## config.mk

```make
export PLATFORM = sky130hd
export DESIGN_NAME = fetch_buffer
export DESIGN_NICKNAME = d
export VERILOG_FILES = /design/src/rtl/fetch_buffer.sv
export SDC_FILE = /design/constraint.sdc
export NUM_CORES = 1
export LEC_CHECK = 0
export CORE_UTILIZATION = 30
export CTS_CLUSTER_DIAMETER = 50
export CTS_CLUSTER_SIZE = 14
export DETAILED_ROUTE_END_ITERATION = 6
export SETUP_SLACK_MARGIN = 0.5
export SLEW_MARGIN = 25
export SYNTH_ARGS = -nofsm -noshare
export SYNTH_HDL_FRONTEND = slang
export SYNTH_SLANG_ARGS = --single-unit
export TNS_END_PERCENT = 20
```

## constraint.sdc

```tcl
create_clock -name CLK -period 3.2 [get_ports CLK]
set_input_delay 0.32 -clock CLK [delete_from_list [all_inputs] [get_ports CLK]]
set_output_delay 0.32 -clock CLK [all_outputs]
set_load 0.03 [all_outputs]
```

## src/rtl/fetch_buffer.sv

```systemverilog
// fetch_buffer: fetch stage with a DEPTH-entry decoupling queue of {pc, instr}.
// Reads are issued from the fetch PC (fpc) and the returned words are queued.
// The head is presented to decode first-word-fall-through. A misprediction or
// flush restarts fetch at a new target and drops everything buffered.
//
// Handshake: imem_ren is the request valid and imem_ihit is the memory's
// ready/accept. A transfer happens only on a cycle where both are high. While
// imem_ren is high and imem_ihit is low, imem_addr is held. An imem_ihit seen
// with imem_ren low is ignored. On the decode side, instr_valid is valid and
// !freeze is ready. A pop happens only when both are high and no redirect is
// in progress.
module fetch_buffer #(
  parameter int                WORD_W   = 32,
  parameter int                DEPTH    = 4,
  parameter logic [WORD_W-1:0] RESET_PC = '0
) (
  input  logic                     CLK,
  input  logic                     nRST,
  output logic                     imem_ren,
  output logic [WORD_W-1:0]        imem_addr,
  input  logic                     imem_ihit,
  input  logic [WORD_W-1:0]        imemload,
  input  logic [WORD_W-1:0]        pc_prediction,
  input  logic                     freeze,
  input  logic                     flush,
  input  logic                     misprediction,
  input  logic [WORD_W-1:0]        correct_target,
  input  logic [WORD_W-1:0]        correct_pc,
  output logic [WORD_W-1:0]        instr,
  output logic [WORD_W-1:0]        pc,
  output logic                     instr_valid,
  output logic [$clog2(DEPTH):0]   count
);

  localparam int PW = $clog2(DEPTH);
  localparam int CW = PW + 1;

  logic [WORD_W-1:0] fpc;
  logic [WORD_W-1:0] mem_pc    [DEPTH];
  logic [WORD_W-1:0] mem_instr [DEPTH];
  logic [PW-1:0]     rd_ptr;
  logic [PW-1:0]     wr_ptr;
  logic [CW-1:0]     cnt;

  logic              redirect;
  logic [WORD_W-1:0] target;
  logic              full;
  logic              push;
  logic              pop;

  // Redirect target: misprediction has priority over flush.
  always_comb begin
    redirect = misprediction | flush;
    target   = misprediction ? correct_target : correct_pc;
  end

  // Request, push/pop qualification and head presentation.
  always_comb begin
    full        = (cnt == CW'(DEPTH));
    imem_ren    = nRST & ~redirect & ~full;
    imem_addr   = fpc;
    push        = imem_ihit & imem_ren;
    instr_valid = (cnt != '0);
    pop         = instr_valid & ~freeze & ~redirect;
    instr       = instr_valid ? mem_instr[rd_ptr] : '0;
    pc          = instr_valid ? mem_pc[rd_ptr]    : '0;
    count       = cnt;
  end

  // Fetch PC, queue pointers and occupancy; redirect drops all queued state.
  always_ff @(posedge CLK or negedge nRST) begin
    if (!nRST) begin
      fpc    <= RESET_PC;
      rd_ptr <= '0;
      wr_ptr <= '0;
      cnt    <= '0;
    end else if (redirect) begin
      fpc    <= target;
      rd_ptr <= '0;
      wr_ptr <= '0;
      cnt    <= '0;
    end else begin
      if (push) begin
        fpc    <= pc_prediction;
        wr_ptr <= wr_ptr + PW'(1);
      end
      if (pop) begin
        rd_ptr <= rd_ptr + PW'(1);
      end
      case ({push, pop})
        2'b10:   cnt <= cnt + CW'(1);
        2'b01:   cnt <= cnt - CW'(1);
        default: cnt <= cnt;
      endcase
    end
  end

  // Queue storage; contents are don't-care out of reset, so it is not reset.
  always_ff @(posedge CLK) begin
    if (push) begin
      mem_pc[wr_ptr]    <= fpc;
      mem_instr[wr_ptr] <= imemload;
    end
  end

endmodule

```

Yosys cells after proc, flatten, opt, wreduce, memory -nomap -nowiden --
Memories as Yosys holds them, arrays and structs flattened. Index checks and enable logic that the tools add are counted.
Operators by class: $add $sub $neg 4, equal/unequal tests 3, multiplexer cells 13, bitwise gates (word level) 9, reductions and logical operators 4
Operator list (number):
- $mux W32 | 5
- $mux W2 | 4
- $pmux W3 S2 | 1
- $reduce_bool A3 Y1 | 2
- $and A1 B1 Y1 | 5
- $add A2 B1 Y2 const B | 2
- $reduce_bool A2 Y1 | 2
- $add A3 B1 Y3 const B | 1
- $eq A3 B3 Y1 const B | 1
- $mux W3 | 1
- $not A1 Y1 | 3
- $sub A3 B1 Y3 const B | 1
- $eq A2 B1 Y1 const B | 1
- $eq A2 B2 Y1 const B | 1
- $mux W1 | 2
- $or A1 B1 Y1 | 1
Word-level totals: bits in registers 39, RAM bits 256, bits of input ports 134, output and inout bits 101, word-level logic and storage cells 39, memories kept 2
Memories:
- mem_instr | words 4, width 32, rd ports 1, clocked after memory_dff 0, wr ports 1, line 40 | logic [WORD_W-1:0] mem_instr [DEPTH];
- mem_pc | words 4, width 32, rd ports 1, clocked after memory_dff 0, wr ports 1, line 39 | logic [WORD_W-1:0] mem_pc [DEPTH];

Depth between registers and ports, before layout --
Gate-level depths: netlist of run 1.
depth after elaboration 8, mapped depth 8

Worst setup path before layout of run 1 --
Ideal clock, no wire load.
kind in2reg, from in misprediction, to mem mem_instr[0][0], enable pin, data arrival time 2.464 ns, required time 2.771 ns, setup slack 0.307 ns, cell stages on the path 3, cells stage by stage nor4bb_1 > clkbuf_1 > and3_1
On the way: cells in the longest elaborated chain, start to end 7
RTL lines:
- start, declared | line 26 | input logic misprediction,
- $or A1 B1 Y1 | line 53 | redirect = misprediction | flush;
- $not A1 Y1 | line 60 | imem_ren = nRST & ~redirect & ~full;
- $and A1 B1 Y1 (2 in a row) | line 60
- $and A1 B1 Y1 | line 62 | push = imem_ihit & imem_ren;
- $mux W1 | line 100 | if (push) begin
- $mux W1 (not written as such) | line 102 | mem_instr[wr_ptr] <= imemload;
- end, declared | line 40
Every way passes these cells.

Worst setup path in the final report of run 1 --
from reg rd_ptr[0], to out pc[12]
On the way: cells in the longest elaborated chain, start to end 2
RTL lines:
- start, declared | line 41 | logic [PW-1:0] rd_ptr;
- start signal, assigned | line 88 | rd_ptr <= rd_ptr + PW'(1);
- $mem_v2 Z4 W32
- $mux W32 | line 66 | pc = instr_valid ? mem_pc[rd_ptr] : '0;
- end, declared | line 30 | output logic [WORD_W-1:0] pc,
Every way passes these cells.

==> impl_metrics.json, run 1 <==
{
  "grt_max_degree": 65,
  "cap_violations": 0,
  "grt_pass1_vias": 7049,
  "status": "finished, final reports clean",
  "die_y_um": 202,
  "htreeDepth": 2,
  "skew_ns": 0.0138,
  "design_area_um2": 16400,
  "postSynthAreaPerCell_um2": 18.7,
  "max_freq_mhz": 350,
  "antenna_found_initial": 0,
  "drive_gt1_share_pct": 17.9,
  "port_buffers": 234,
  "drtIter0Drc": 230,
  "regToRegSetupSlack_ns": 0.66,
  "rsz0062_at_grt": "true",
  "slew_viol_final": 0,
  "syn_area_um2": 12000,
  "dp_slack_ns": 0.176,
  "cts.root.buffer_cell": "clkbuf_16",
  "antenna_cells": 0,
  "yosysSeqAreaShare_pct": 72.3,
  "fin_util_pct": 42.0,
  "setup_ws_ns": 0.339,
  "design.core.area_um2": 39000,
  "rows": 72,
  "peakVddDrop_mv": 0.323,
  "min_path_cells": 3,
  "placed_area_um2": 15100,
  "worst_slew_pin_slew_ns": 0.676,
  "clk_path_buf_depth": 3,
  "period_minus_slack_ns": 2.86,
  "r2r-end": "count[2]",
  "path_clk_slew_ns": 0.06,
  "fin_nets": 1038,
  "synth_edf_count": 256,
  "highest_layer": "met4",
  "grt.overflow.total": 0,
  "reg2regPathDepth": 8,
  "worstPathArrival_ns": 2.54,
  "grt_use_total_pct": 13.9,
  "dr.pass1.iters": 4,
  "ios": 235,
  "viasPerCell": 4.59,
  "ant_nets": 0,
  "synth_seq_cells": 295,
  "syn-instance-count": 640,
  "syn-num-nets": 779,
  "finalSetupTns_ns": 0,
  "drt-total-wl_mm": 28.2,
  "path_class": "reg2out",
  "async_flop_share_pct": 13.2,
  "setup_violations": 0,
  "synth_warnings": 0,
  "min_from": "misprediction",
  "met1_length_mm": 12.5,
  "cts_buffers": 35,
  "hpwl_mm": 17.9,
  "powerDensity_nw_per_um2": 542,
  "vias": 6611,
  "ys_types": 38,
  "detail_route.wl_per_cell_um": 19.6,
  "clock_latency_ns": 0.51,
  "cp.required_ns": 2.88,
  "p_leak_nw": 5.65,
  "met3_length_mm": 1.80,
  "start_kind": "flip-flop",
  "hold_viol": 0,
  "cts_tree": "built",
  "syn2layout_area_growth_pct": 36.8,
  "grt_pass1_wl_mm": 42.6,
  "end_kind": "output port",
  "min_to": "wr_ptr[0]",
  "gp_congestion": 0.697,
  "critPathMaxFanout": 15,
  "initial_core_util_pct": 30.7,
  "timing.final.crit_share_pct": 89.4,
  "synthFlopType": "edfxtp_1",
  "wl_met2_mm": 13.5,
  "reg2reg_from": "count[1]",
  "slew_headroom_pct": 54.8,
  "drcViolationCount": 0,
  "min_path_type": "in2reg",
  "dieWidth_um": 202,
  "die-area_um2": 40800,
  "clock-sinks": 295
}
-- worst max-delay path: stages (launching register included) --
cell             delay (ns)
dfrtp_4                0.51
buf_16                 0.20
mux4_2                 0.55
and2_1                 0.18
clkdlybuf4s50_1        0.58
-- placed cells by master (no fill, tap or decap), types with 5 or more instances in the layout --
cell type | Yosys | routed
a211oi_1 | 32 | 32
a21oi_1 | 33 | 33
and2_1 | 65 | 65
buf_12 | 0 | 12
buf_4 | 7 | 13
clkbuf_16 | 0 | 37
clkdlybuf4s50_1 | 0 | 192
clkinv_4 | 0 | 5
dfrtp_1 | 39 | 37
dlygate4sd2_1 | 0 | 26
dlymetal6s2s_1 | 0 | 12
edfxtp_1 | 256 | 256
mux2i_1 | 33 | 33
mux4_2 | 64 | 64
nor2b_1 | 32 | 32
-- cell usage after synthesis (2+ instances only) --
cell type / n / area [um2]
buf_4: 7 / 52.6
a211oi_1: 32 / 240
and3_1: 5 / 31.3
buf_2: 7 / 35.0
mux2i_1: 33 / 330
dfrtp_1: 39 / 976
edfxtp_1: 256 / 7690
a21oi_1: 33 / 165
o211ai_1: 2 / 15.0
o21ai_0: 3 / 15.0
nand3_1: 3 / 15.0
inv_1: 4 / 15.0
mux4_2: 64 / 1440
and2_1: 65 / 407
buf_1: 3 / 11.3
nor2_1: 5 / 18.8
clkbuf_1: 24 / 90.1
nor2b_1: 32 / 200
ha_1: 4 / 50.1
-- sequential cells by signal, indices dropped and copies added, names as in the netlist --
register and cells:
count 3, imem_addr 32, mem_instr 128, mem_pc 128, rd_ptr 2, wr_ptr 2
-- layout make-up --
class	instances	area (um2)
Tap cell	518	648
Multi-Input combinational cell	300	3150
Fill cell	3514	22600
Timing Repair Buffer	263	2760
Inverter	4	17.5
Clock buffer	41	951
Sequential cell	295	8670
Clock inverter	19	204
-- timing repair --
item	CTS	global route
hold endpoints to repair	39	0
pin swaps	1	0
setup buffers	5	0
gates cloned	1	0
hold buffers	2	0
endpoints found under the setup margin	64	64
resized for setup	35	12
-- worst max-delay path by stage --
stage | start | end | cells after the start
floorplan | misprediction | mem_instr[2][0] | 3
global placement | flush | count[2] | 9
detailed placement | flush | count[2] | 9
CTS | rd_ptr[0] | pc[11] | 4
global route | count[0] | instr[16] | 5
finish | rd_ptr[0] | pc[12] | 4
-- metrics by stage --
step	hold WS, ns	std cells	power (mW)
2_1_floorplan	0.0244	640	4.68
3_3_place_gp	0.502	1372	5.06
3_5_place_dp	0.509	1372	5.07
4_1_cts	0.242	1440	9.03
5_1_grt	0.280	1440	9.20
6_report	0.269	1440	8.89
-- metal layers --
metal / GRT usage [%] / vias to the layer above
li1: - / 3065
met1: 18.4 / 3313
met2: 22.5 / 202
met3: 3.58 / 31
met4: 3.76 / 0
met5: 0 / -
-- report_power, final --
part           internal (mW)  switching (mW)
sequential              4.28          0.0858
combinational          0.321           0.302
clock                   2.33            1.58
total                   6.93            1.96
-- cells by family (layout without fill, tap and decap cells) --
kind of cell    Yosys count  in the layout  share of synthesized area [%]
simple gates            120            120                           6.31
mux                      97             97                           14.8
compound gates           76             76                           4.20
flops                   295            295                           72.3
buf+inv                  45            327                           1.70
xor+xnor                  2              2                          0.146
fa+ha+maj                 5              5                          0.585
(Power assumes the default switching activity.)
==> run 2: changes to the inputs <==
--- a/config.mk
+++ b/config.mk
@@ -6,9 +6,9 @@
 export NUM_CORES = 1
 export LEC_CHECK = 0
 export CORE_UTILIZATION = 30
-export CTS_CLUSTER_DIAMETER = 50
 export CTS_CLUSTER_SIZE = 14
 export DETAILED_ROUTE_END_ITERATION = 6
+export RECOVER_POWER = 50
 export SETUP_SLACK_MARGIN = 0.5
 export SLEW_MARGIN = 25
 export SYNTH_ARGS = -nofsm -noshare
==> run 2 against run 1 <==
First-iteration DRC count increased by 30%. Wire length increased by 0.70%. Via count increased by 0.48%. Fmax decreased by 0.82%. Clock skew decreased by 0.0083 ns. Largest cell class unchanged. Largest power group unchanged. Cell count about the same. Worst hold slack got worse by 0.0053 ns.
==> impl_metrics.json, run 2 (synthesis results as in run 1) <==
{
  "rows": 72,
  "p_leak_nw": 5.58,
  "skew_ns": 0.00553,
  "detail_route.wl_per_cell_um": 19.7,
  "layout_common_cells": "edfxtp_1, clkdlybuf4s50_1, and2_1",
  "end_kind": "flip-flop",
  "fin_nets": 1038,
  "peakVddDrop_mv": 0.226,
  "reg2regPathDepth": 8,
  "worstPathArrival_ns": 3.30,
  "hpwl_mm": 17.9,
  "die_y_um": 202,
  "grt_pass1_wl_mm": 42.6,
  "min_from": "misprediction",
  "cap_violations": 0,
  "powerDensity_nw_per_um2": 537,
  "min_path_cells": 3,
  "rsz0062_at_grt": "true",
  "setup_violations": 0,
  "finalSetupTns_ns": 0,
  "clk_path_buf_depth": 3,
  "max_freq_mhz": 347,
  "internal_power_mw": 6.90,
  "die-area_um2": 40800,
  "drtIter0Drc": 300,
  "gp_congestion": 0.697,
  "p_switching_mw": 1.86,
  "cts_tree": "built",
  "path_class": "in2reg",
  "antenna_cells": 0,
  "port_buffers": 234,
  "reg2reg_from": "count[1]",
  "min_path_type": "in2reg",
  "drive_gt1_share_pct": 16.7,
  "syn2layout_area_growth_pct": 36.0,
  "r2r-end": "count[2]",
  "hold_viol": 0,
  "slew_viol_final": 0,
  "worst_slew_pin_slew_ns": 1.28,
  "drcViolationCount": 0,
  "timing.final.crit_share_pct": 90.1,
  "cp.required_ns": 3.62,
  "grt_pass1_vias": 7009,
  "power_frac_comb_pct": 7.0,
  "initial_core_util_pct": 30.7,
  "status": "finished, final reports clean",
  "min_to": "wr_ptr[0]",
  "drt-total-wl_mm": 28.4,
  "start_kind": "input port",
  "viasPerCell": 4.61,
  "clock-sinks": 295,
  "final_common_cell": "edfxtp_1",
  "design.core.area_um2": 39000,
  "vias": 6643,
  "path_clk_slew_ns": 0.06,
  "cts.root.buffer_cell": "clkbuf_16",
  "clock_latency_ns": 0.50,
  "dieWidth_um": 202,
  "critPathMaxFanout": 9,
  "fillerInstances": 3542,
  "ios": 235,
  "grt_use_total_pct": 13.9,
  "period_minus_slack_ns": 2.88,
  "cts_buffers": 34,
  "p_clk_share_pct": 43.2,
  "antenna_found_initial": 1,
  "regToRegSetupSlack_ns": 0.70,
  "dr.pass1.iters": 4,
  "hold_ws_ns": 0.263,
  "ant_nets": 0,
  "grt_max_degree": 65,
  "grt.overflow.total": 0,
  "switching_share_pct": 21.2,
  "htreeDepth": 2,
  "slew_headroom_pct": 14.7,
  "seq_power_share_pct": 49.8
}
[run 2: cell count changes in the layout (fill, tap and decap cells not counted), moves of 2 or more]
cell,before,now
buf_4,13,11
dfrtp_1,37,34
dlygate4sd2_1,26,23
clkinv_4,5,2
clkbuf_1,3,16
inv_8,3,0
clkdlybuf4s50_1,192,163
and3_4,4,1
dlygate4sd3_1,1,33
and3_1,1,4
clkbuf_16,37,35
dfrtp_2,0,3
[run 2: critical path: stages]
cell	delay [ns]
dlygate4sd3_1	0.52
clkbuf_1	0.15
nor4bb_1	0.35
clkbuf_1	0.37
a211oi_4	0.13
and2_1	0.19
fa_1	0.41
or4_1	0.53
a21o_1	0.19
a31oi_1	0.15
[run 2: cell type report]
type | instances | area (um2) | share of cell area [%]
timing repair buffer | 264 | 2730 | 16.8
clock buffer | 49 | 948 | 5.82
multi-input combinational | 300 | 3130 | 19.2
sequential | 295 | 8670 | 53.2
tap | 518 | 648 | 3.98
inverter | 4 | 17.5 | 0.107
clock inverter | 11 | 143 | 0.875
[run 2: power by group through the flow]
| stage | Sequential, mW | Clock [mW] | Combinational, mW |
|---|---|---|---|
| floorplan | 4.50 | 0 | 0.181 |
| global placement | 4.44 | 0 | 0.626 |
| detailed placement | 4.44 | 0 | 0.630 |
| CTS | 4.36 | 3.91 | 0.637 |
| global route | 4.38 | 4.04 | 0.659 |
| finish | 4.36 | 3.78 | 0.614 |
[run 2: repair_timing]
| item | 4_1_cts | 5_1_grt |
|---|---|---|
| resized for setup | 38 | 13 |
| hold buffers | 2 | 0 |
| cloned | 1 | 0 |
| buffers inserted | 6 | 0 |
| endpoints found under the hold margin | 39 | 0 |
| pin swaps | 1 | 0 |
| endpoints found under the setup margin | 65 | 57 |
[run 2: worst max path at each step]
stage / to / slack (ns) / cells after the start / startpoint
2_1_floorplan: mem_instr[2][0] / 0.31 / 3 / misprediction
3_5_place_dp: count[2] / 0.18 / 9 / flush
3_3_place_gp: count[2] / 0.19 / 9 / flush
5_1_grt: count[2] / 0.25 / 10 / nRST
4_1_cts: pc[7] / 0.29 / 4 / rd_ptr[0]
6_report: count[2] / 0.32 / 10 / nRST
[run 2: layer usage]
metal	routed length, um	global-route usage, %	part of all wire [%]	vias up
li1	-	-	-	3055
met1	12600	18.5	44	3352
met2	13500	22.5	48	202
met3	1870	3.76	6.6	34
met4	455	3.63	1.6	0
met5	0	0	0	-
[run 2: stage by stage]
| step | power, mW | instance area [um2] | instances | setup WS (ns) | utilization, % |
|---|---|---|---|---|---|
| finish | 8.76 | 16300 | 1441 | 0.316 | 41.8 |
| global route | 9.07 | 16300 | 1441 | 0.246 | 41.8 |
| CTS | 8.91 | 16300 | 1441 | 0.288 | 41.8 |
| detailed placement | 5.07 | 15100 | 1372 | 0.176 | 38.8 |
| global placement | 5.06 | 15100 | 1372 | 0.187 | 38.8 |
| floorplan | 4.68 | 12000 | 640 | 0.307 | - |
==> run 3: changes to the inputs <==
--- a/config.mk
+++ b/config.mk
@@ -8,10 +8,11 @@
 export CORE_UTILIZATION = 30
 export CTS_CLUSTER_SIZE = 14
 export DETAILED_ROUTE_END_ITERATION = 6
+export HOLD_SLACK_MARGIN = 0.02
 export RECOVER_POWER = 50
 export SETUP_SLACK_MARGIN = 0.5
 export SLEW_MARGIN = 25
 export SYNTH_ARGS = -nofsm -noshare
 export SYNTH_HDL_FRONTEND = slang
 export SYNTH_SLANG_ARGS = --single-unit
-export TNS_END_PERCENT = 20
+export TNS_END_PERCENT = 10
==> constraint.sdc (replaced) <==
create_clock -name CLK -period 3.3 [get_ports CLK]
set_input_delay 0.33 -clock CLK [delete_from_list [all_inputs] [get_ports CLK]]
set_output_delay 0.33 -clock CLK [all_outputs]
set_load 0.03 [all_outputs]
==> run 3 against run 2 <==
Worst setup slack worse by 0.0024 ns. Worst hold slack better by 0.10 ns. Sequential share of layout area up 0.19 points. First-iteration DRC count down 13%. Sequential power down 3%. Register-to-register slack about the same. Clock skew up 0.018 ns. Non-clock buffer count down 3. Count of clock-buffer cells in the layout down 6. Die area unchanged.
==> impl_metrics.json, run 3 (synthesis results as in run 1) <==
{
  "powerDensity_nw_per_um2": 521,
  "cpMaxStageDelayCell": "clkdlybuf4s50_1",
  "dr.pass1.iters": 4,
  "fin_nets": 1032,
  "drtIter0Drc": 261,
  "antenna_found_initial": 1,
  "switching_share_pct": 21.4,
  "slew_viol_final": 0,
  "reg2regPathDepth": 3,
  "max_freq_mhz": 335,
  "rows": 72,
  "syn2layout_area_growth_pct": 35.4,
  "cts.root.buffer_cell": "clkbuf_16",
  "initial_core_util_pct": 30.7,
  "drcViolationCount": 0,
  "multi_input_area_um2": 3140,
  "gp_congestion": 0.702,
  "period_minus_slack_ns": 2.99,
  "vias": 6630,
  "fin_util_pct": 41.6,
  "grt_pass1_wl_mm": 42.5,
  "clock_latency_ns": 0.57,
  "clock-sinks": 295,
  "final_common_cell": "edfxtp_1",
  "viasPerCell": 4.61,
  "clk_path_buf_depth": 3,
  "skew_ns": 0.0233,
  "timing.final.crit_share_pct": 90.5,
  "cp_slowest_stage_delay_ns": 0.61,
  "slew_headroom_pct": 1.15,
  "internal_power_mw": 6.64,
  "fillerInstances": 3539,
  "worstPathArrival_ns": 2.66,
  "die_y_um": 202,
  "dieWidth_um": 202,
  "end_kind": "output port",
  "setup_ws_ns": 0.313,
  "ant_nets": 0,
  "ios": 235,
  "setup_violations": 0,
  "drt-total-wl_mm": 27.9,
  "seq_area_um2": 8670,
  "grt_max_degree": 68,
  "rsz0062_at_grt": "true",
  "power_mw": 8.45,
  "grt_use_total_pct": 13.8,
  "design.core.area_um2": 39000,
  "p_leak_nw": 5.52,
  "detail_route.wl_per_cell_um": 19.4,
  "stdcell_count": 1437,
  "hpwl_mm": 17.5,
  "post-place-cells": 1371,
  "finalSetupTns_ns": 0,
  "port_buffers": 234,
  "path_class": "reg2out",
  "grt.overflow.total": 0,
  "layout_common_cells": "edfxtp_1, clkdlybuf4s50_1, and2_1",
  "cts_tree": "built",
  "seq_power_share_pct": 50.0,
  "p_switching_mw": 1.81,
  "power_frac_comb_pct": 7.0,
  "cap_violations": 0,
  "min_path_cells": 5,
  "die-area_um2": 40800,
  "critPathMaxFanout": 45,
  "path_clk_slew_ns": 0.06,
  "drive_gt1_share_pct": 16.8,
  "crit_chain": "nor3_4 > inv_4 > buf_12 > and2_1 > clkdlybuf4s50_1",
  "worst_slew_pin_slew_ns": 1.48,
  "min_path_type": "in2reg",
  "hold_viol": 0,
  "htreeDepth": 1,
  "status": "finished, final reports clean",
  "p_clk_share_pct": 43.0,
  "grt_pass1_vias": 7041,
  "dp_slack_ns": 0.284,
  "start_kind": "flip-flop",
  "cts_buffers": 31,
  "cp.required_ns": 2.97,
  "peakVddDrop_mv": 0.356
}
-- run 3: cell count changes in the layout (fill, tap and decap cells not counted), moves of 4 or more --
cell	delta
clkbuf_1	-8
clkbuf_8	+4
dlygate4sd2_1	+10
dlymetal6s2s_1	-5
-- run 3: metrics by stage --
| stage | hold WS [ns] | instance area (um2) |
|---|---|---|
| CTS | 0.219 | 16300 |
| global placement | 0.507 | 15100 |
| finish | 0.363 | 16200 |
| detailed placement | 0.506 | 15100 |
| global route | 0.382 | 16200 |
| floorplan | 0.0344 | 12000 |
-- run 3: final cells by class --
type,instances,share of cell area (%)
diodes,1,0.0154
clock inverters,15,1.06
inverters,4,0.108
repair buffers,261,16.4
well taps,518,3.99
clock buffers,43,5.69
flip-flops and latches,295,53.4
multi-input cells,300,19.3
-- run 3: per-layer routing --
metal | vias to the layer above | global-route usage (%) | routed length [um]
met5 | - | 0 | 0
met4 | 0 | 3.54 | 479
met3 | 38 | 3.11 | 1760
met2 | 203 | 22.0 | 12800
met1 | 3329 | 19.1 | 12900
li1 | 3060 | - | -
-- run 3: path summary, 6_finish.rpt --
| path | from | end | slack (ns) |
|---|---|---|---|
| hold / removal | misprediction | count[2] | 0.36 |
| max in group asynchronous | nRST | rd_ptr[0] | 2.40 |
| min in group asynchronous | nRST | imem_addr[28] | 0.46 |
| hold reg to reg | imem_addr[3] | mem_pc[3][3] | 0.55 |
| setup reg to reg | count[2] | mem_instr[2][6] | 0.71 |
| setup / recovery | count[2] | pc[17] | 0.31 |
-- run 3: what timing repair did --
item,CTS,global route
pin swaps,0,1
hold endpoints to repair,39,0
endpoints found under the setup margin,65,64
hold buffers,1,0
cloned,1,0
resized for setup,42,6
buffers inserted,5,0
-- run 3: power groups by stage --
stage          Clock (mW)  Combinational, mW  Sequential [mW]
2_1_floorplan           0              0.175             4.36
3_3_place_gp            0              0.610             4.30
3_5_place_dp            0              0.613             4.31
4_1_cts              3.74              0.615             4.23
5_1_grt              3.87              0.639             4.24
6_report             3.63              0.594             4.23
-- run 3: worst max-delay path: cells and delay by family (launching register included) --
family                 cells  cell delay [ns]
and+or+nand+nor            2             0.55
DFF                        1             0.48
buffers and inverters      3             1.03
